### src/rtl/sifh_zoom_scheduler.sv
// Coarse-to-fine zoom sequencer for the shared SiFH histogram datapath.
// Runs every pixel through a coarse pass plus NSTEP refinements and reports one ToF per pixel.
module sifh_zoom_scheduler #(
  parameter int unsigned NP      = 12,
  parameter int unsigned NB      = 4,
  parameter int unsigned ZS      = 2,
  parameter int unsigned PIXELS  = 2,
  parameter int unsigned TIMEOUT = 1023,
  localparam int unsigned PW     = (PIXELS > 1) ? $clog2(PIXELS) : 1,
  localparam int unsigned EW     = (NP > 1) ? $clog2(NP) : 1
) (
  input  logic          clk,
  input  logic          res,
  input  logic          start,
  input  logic          abort,
  output logic          busy,
  output logic          done,
  output logic          hist_start,
  output logic [PW-1:0] hist_pixel,
  output logic [NP-1:0] hist_lo,
  output logic [EW-1:0] hist_exp,
  input  logic          peak_done,
  input  logic [NB-1:0] peak_ch,
  output logic          res_valid,
  output logic [PW-1:0] res_pixel,
  output logic [NP-1:0] res_tof,
  output logic          res_err
);

  localparam int unsigned NSTEP = (NP - NB) / ZS;
  localparam int unsigned SW    = (NSTEP > 0) ? $clog2(NSTEP + 1) : 1;
  localparam int unsigned TW    = (TIMEOUT > 1) ? $clog2(TIMEOUT + 1) : 1;
  localparam int unsigned LW    = NP + 1;
  localparam logic [LW-1:0] ONE = LW'(1);

  typedef enum logic [2:0] {
    ST_IDLE, ST_ISSUE, ST_WAIT, ST_UPDATE, ST_NEXT, ST_DONE
  } stateT;

  stateT           state;
  logic [SW-1:0]   sCnt;
  logic [PW-1:0]   pCnt;
  logic [TW-1:0]   wdog;
  logic [NB-1:0]   peakReg;
  logic [NP-1:0]   loTab [PIXELS];
  logic [PIXELS-1:0] errFlag;

  logic [LW-1:0]   base, cVal, rnd, half, hiLim, nVal;
  logic [NP-1:0]   newLo, finalTof;
  int unsigned     eSh, hSh;
  logic            lastPix, lastStep, curErr, nextErr;
  logic [PW-1:0]   nextP;
  logic [SW-1:0]   nextS;

  function automatic logic [EW-1:0] expOf(input logic [SW-1:0] s);
    return EW'(NP - NB - ZS * 32'(s));
  endfunction

  // Recentre on the peak bin at NP+1 bits, then clamp into [0, 2^NP - next window width].
  always_comb begin
    eSh      = NP - NB - ZS * 32'(sCnt);
    hSh      = NP - ZS * (32'(sCnt) + 32'd1);
    base     = (sCnt == '0) ? '0 : LW'(loTab[pCnt]);
    rnd      = (eSh > 0) ? (ONE << (eSh - 1)) : '0;
    cVal     = base + (LW'(peakReg) << eSh) + rnd;
    half     = ONE << (hSh - 1);
    hiLim    = (ONE << NP) - (ONE << hSh);
    nVal     = (cVal < half) ? '0 : cVal - half;
    if (nVal > hiLim) nVal = hiLim;
    newLo    = NP'(nVal);
    finalTof = NP'(base + LW'(peakReg));
  end

  // Step-major advance: pixel index is the inner loop.
  always_comb begin
    lastPix  = (pCnt == PW'(PIXELS - 1));
    nextP    = lastPix ? '0 : pCnt + PW'(1);
    nextS    = lastPix ? sCnt + SW'(1) : sCnt;
    lastStep = lastPix && (sCnt == SW'(NSTEP));
    curErr   = errFlag[pCnt];
    nextErr  = errFlag[nextP];
  end

  always_ff @(posedge clk or posedge res) begin
    if (res) begin
      state      <= ST_IDLE;
      busy       <= 1'b0;
      done       <= 1'b0;
      hist_start <= 1'b0;
      hist_pixel <= '0;
      hist_lo    <= '0;
      hist_exp   <= '0;
      res_valid  <= 1'b0;
      res_pixel  <= '0;
      res_tof    <= '0;
      res_err    <= 1'b0;
      sCnt       <= '0;
      pCnt       <= '0;
      wdog       <= '0;
      peakReg    <= '0;
      errFlag    <= '0;
      for (int i = 0; i < PIXELS; i++) loTab[i] <= '0;
    end else begin
      hist_start <= 1'b0;
      res_valid  <= 1'b0;
      done       <= 1'b0;
      if (abort && state != ST_IDLE) begin
        state <= ST_IDLE;
        busy  <= 1'b0;
      end else begin
        case (state)
          ST_IDLE: begin
            if (start) begin
              errFlag    <= '0;
              sCnt       <= '0;
              pCnt       <= '0;
              busy       <= 1'b1;
              hist_start <= 1'b1;
              hist_pixel <= '0;
              hist_lo    <= '0;
              hist_exp   <= expOf('0);
              state      <= ST_ISSUE;
            end
          end
          ST_ISSUE: begin
            wdog  <= '0;
            state <= ST_WAIT;
          end
          // peak_done outranks a simultaneous watchdog expiry
          ST_WAIT: begin
            if (peak_done) begin
              peakReg <= peak_ch;
              state   <= ST_UPDATE;
            end else if (wdog == TW'(TIMEOUT - 1)) begin
              errFlag[pCnt] <= 1'b1;
              state         <= ST_UPDATE;
            end else begin
              wdog <= wdog + TW'(1);
            end
          end
          ST_UPDATE: begin
            if (sCnt == SW'(NSTEP)) begin
              res_valid <= 1'b1;
              res_pixel <= pCnt;
              res_err   <= curErr;
              res_tof   <= curErr ? '0 : finalTof;
            end else if (!curErr) begin
              loTab[pCnt] <= newLo;
            end
            state <= ST_NEXT;
          end
          ST_NEXT: begin
            if (lastStep) begin
              done  <= 1'b1;
              busy  <= 1'b0;
              state <= ST_DONE;
            end else begin
              sCnt <= nextS;
              pCnt <= nextP;
              if (nextErr) begin
                state <= ST_UPDATE;
              end else begin
                hist_start <= 1'b1;
                hist_pixel <= nextP;
                hist_lo    <= (nextS == '0) ? '0 : loTab[nextP];
                hist_exp   <= expOf(nextS);
                state      <= ST_ISSUE;
              end
            end
          end
          ST_DONE: state <= ST_IDLE;
          default: state <= ST_IDLE;
        endcase
      end
    end
  end

endmodule

### config.mk
export PLATFORM = sky130hd
export DESIGN_NAME = sifh_zoom_scheduler
export DESIGN_NICKNAME = d
export VERILOG_FILES = /design/src/rtl/sifh_zoom_scheduler.sv
export SDC_FILE = /design/constraint.sdc
export NUM_CORES = 1
export LEC_CHECK = 0
export BUFFER_PORTS_ARGS = -buffer_cell sky130_fd_sc_hd__buf_2
export CAP_MARGIN = 20
export CORE_MARGIN = 10
export CORE_UTILIZATION = 50
export CTS_CLUSTER_DIAMETER = 100
export CTS_CLUSTER_SIZE = 12
export DETAILED_ROUTE_END_ITERATION = 16
export PLACE_DENSITY_LB_ADDON = 0.12
export SLEW_MARGIN = 25
export SYNTH_ARGS = -nofsm -noshare
export SYNTH_HDL_FRONTEND = slang
export SYNTH_SLANG_ARGS = --single-unit
### constraint.sdc
create_clock -name clk -period 10.2 [get_ports clk]
set_input_delay 0.51 -clock clk [delete_from_list [all_inputs] [get_ports clk]]
set_output_delay 0.51 -clock clk [all_outputs]
set_load 0.01 [all_outputs]
==> impl_results.md <==
- Path depth of the worst reg2reg path: 32
- Part of the total power dissipated in the clock network: roughly 28%
- Worst Skew: roughly 6.9 ps
- Psw: approximately 0.00045 W
- CTS clk-pin slew, worst paths: about 60 ps
- Slowest stage delay, CP: 720 ps
- Post-synthesis cell type count: 72
- Slowest stage cell, crit path: dfrtp_1
- Share of cells above drive strength 1: 12.0%
- Initial Utilization: approximately 51%
- Hold crit path type: in -> async
- Data required, critical path: 10420 ps
- Area Overhead vs Synth: 10.2%
- Largest net degree at the start of global routing: approximately 80
- Critical path fanouts, max: 19
- Most frequent CP cell: ha_1
- Die Width: 133 um
- Post-synthesis sequential area ratio: a little under a third
- DRT iter0 DRCs: about 460
- R2r endpoint: loTab[23]$_DFFE_PP0P_
- RSZ-0062 raised after global routing: false
- Clock sink total: approximately 80
- Area of the multi-input gates: 4130 um^2
- Setup crit start: sCnt[0]$_DFFE_PP0P_
- Setup TNS: 0 ps
- Final ANT Viol Nets: 0
- Vias: between 5k and 6k
- Max Cap Violations: 0
- Root Driver: clkbuf_16
- FF-to-FF Start: sCnt[0]$_DFFE_PP0P_
- Setup violators final: 0
- Port Buffers: between 40 and 50
- Post-synth top flop: dfrtp_1
- I/O Pins: 44
- Flop pwr share: between 30% and 40%
- Grt ovf: 0
- First-pass iteration count of the detailed router: 5
- Htree depth: 3
- Outcome: finished, final reports clean
- Initial antenna violation count: 0
- Slew Viols, Final: 0
- GP Congestion: approximately 0.97
- Postcts setup bufs: 0
- GRT Total Usage: roughly a fifth
- Internal: 0.000722 W
- Power Density: about 170 nW/um^2
- Wire per inst: 17.7 um
- LEAKAGE: 3.18 nW
- Syn Std Cell Area: approximately 6400 um^2
- Placed inst area: 6730 um^2
- WL final: approximately 17 mm
- TritonCTS Buffers: 9
- # hold bufs at CTS: 0
- Post-Syn Area per Cell: 8.69 um^2
- PostCTS Resize Cnt: 0
- Die area: approximately 18000 um^2
- Sw Share: around two fifths
- Fin crit share: between 80% and 90%
- Rows: ~40
- Tmin final: 8780 ps
- Slew @ Worst Pin: ~860 ps
- Die Height: about 130 um
- Critical Path AT: 9000 ps
- Reg area: just over 2000 um^2
- Max frequency: approximately 110 MHz
- Core area: approximately 13000 um^2
- Relative slew slack: a little over two fifths
- Critical Path Sink Type: flip-flop
- Register bit count reported by yosys: 81
- Finished Core Util: 56.0%
- Maximum VDD drop: between 0.1 and 0.15 mV
- Fraction of registers with async set/reset: 100%
- Endpoints failing hold: 0
- Final Cell Area: roughly 7000 um^2
- Crit path kind: reg -> reg
- Combinational share of power: 36.2%
- Skew-Pair Late Insertion Delay: around 340 ps
- Ys Warns: 0
- Ant diodes: 0
- Post-synth EDFFs: 0
- # fillers: between 1k and 1.5k
- First-pass GRT wire length: 27.3 mm
- Mapped Cells: 735
- Worst-case clock buffer depth: 2
- Nets@finish: 830
- Critical Path Source Type: flip-flop
- Vias in the first global route: 5258
- Post-DP HPWL: ~13 mm
- CP endpoint: loTab[23]$_DFFE_PP0P_
- Syn_nets: ~810
- Via density per instance: approximately 6
- CTS tree: done
- Total Power: 0.00117 W
- Reg2Reg Setup Slack: roughly 1400 ps
- DRC Markers: 0
## critical path, delay by kind of cell (launching register included)
kind / cells / cell delay [ps]
mux: 2 / 430
flops: 1 / 720
xor+xnor: 1 / 180
compound gates: 14 / 3640
simple gates: 6 / 820
fa+ha+maj: 7 / 2490
buf+inv: 2 / 380
## routing by layer
layer / wire length, um / track usage (%) / vias up
li1: - / - / 2707
met1: 7650 / 25.0 / 2649
met2: 7780 / 29.9 / 150
met3: 694 / 2.61 / 25
met4: 461 / 7.21 / 0
met5: 0 / 0 / -
## flip-flops by register name, summed over array words and instances, names as in the netlist, 3 cells and up
signal / count
state: 3
wdog: 10
loTab: 24
sCnt: 3
peakReg: 4
res_tof: 12
hist_lo: 12
hist_exp: 3
## cells in the mapped netlist (all sizes together), types with 2 or more instances
| cell type | instances | share of area [%] |
|---|---|---|
| dfrtp | 81 | 32 |
| nand2 | 75 | 4.4 |
| nor2 | 69 | 4.1 |
| ha | 53 | 10 |
| o21ai | 47 | 3.7 |
| a21oi | 41 | 3.3 |
| mux2i | 32 | 5.0 |
| inv | 28 | 1.6 |
| o31ai | 23 | 2.9 |
| clkbuf | 22 | 1.3 |
| nand3 | 21 | 1.6 |
| xnor2 | 21 | 2.9 |
| nor3 | 17 | 1.5 |
| a31oi | 16 | 1.6 |
| nand2b | 12 | 1.2 |
| xor2 | 12 | 1.8 |
| and3 | 11 | 1.1 |
| buf | 11 | 0.82 |
| a21o | 10 | 1.2 |
| nor2b | 10 | 0.98 |
| and2 | 9 | 0.88 |
| mux2 | 9 | 1.6 |
| nand4 | 9 | 0.88 |
| nor4 | 9 | 0.98 |
| fa | 8 | 2.5 |
| or2 | 8 | 0.78 |
| or3 | 7 | 0.69 |
| and4 | 5 | 0.69 |
| a211o | 4 | 0.55 |
| a211oi | 4 | 0.74 |
| a22o | 4 | 0.55 |
| nand3b | 4 | 0.47 |
| o21a | 4 | 0.47 |
| a22oi | 3 | 0.35 |
| o211ai | 3 | 0.35 |
| o21bai | 3 | 0.35 |
| o22ai | 3 | 0.29 |
| nor3b | 2 | 0.31 |
| o22a | 2 | 0.27 |
| o31a | 2 | 0.27 |
| o41ai | 2 | 0.27 |
## cells in the final DEF (no fill, tap or decap), drive strengths merged, types with 23 or more instances in the layout
cell,instances
a21oi,41
nor2,69
o21ai,47
inv,28
buf,47
mux2i,32
nand2,75
dfrtp,81
o31ai,23
ha,53
## power groups by stage
| stage | clock, W | combinational, W | sequential [W] |
|---|---|---|---|
| 6_report | 0.000330 | 0.000424 | 0.000418 |
| 2_1_floorplan | 0 | 0.000324 | 0.000402 |
| 3_3_place_gp | 0 | 0.000408 | 0.000421 |
| 5_1_grt | 0.000349 | 0.000476 | 0.000426 |
| 4_1_cts | 0.000333 | 0.000422 | 0.000417 |
| 3_5_place_dp | 0 | 0.000418 | 0.000423 |
## cell type report
class,instances,area share (%)
clock inverters,5,0.907
repair buffers,47,3.57
multi-input cells,592,58.6
clock buffers,11,3.45
flip-flops and latches,81,28.8
well taps,172,3.06
inverters,29,1.56
## how the worst min path moves through the flow
stage,slack [ps],endpoint,from,cells past startpoint
5_1_grt,400,peakReg[3]$_DFFE_PP0P_,peak_ch[3],2
3_5_place_dp,450,res_tof[1]$_DFFE_PP0P_,res_tof[1]$_DFFE_PP0P_,2
4_1_cts,400,peakReg[1]$_DFFE_PP0P_,peak_ch[1],2
3_3_place_gp,450,res_tof[0]$_DFFE_PP0P_,res_tof[0]$_DFFE_PP0P_,2
2_1_floorplan,440,wdog[5]$_DFFE_PP0P_,wdog[5]$_DFFE_PP0P_,1
6_report,360,hist_start$_DFF_PP0_,res,3
## metrics by stage
stage          std cells  hold WS, ps  worst slack, ps
2_1_floorplan        735          444             2950
3_3_place_gp         921          447             2040
3_5_place_dp         921          455             1640
4_1_cts              937          397             1580
5_1_grt              937          401              713
6_report             937          355             1420
## cell families after synthesis
family	Yosys count	synth area share, %
adder cells (fa/ha/maj)	61	12.9
AO/OA/AOI/OAI	184	19.2
buffers and inverters	62	3.82
multiplexers	41	6.60
flip-flops	81	31.7
XOR/XNOR	33	4.64
other	1	0.0587
AND/OR/NAND/NOR	272	21.1
Power figures use the tool's default switching activity.
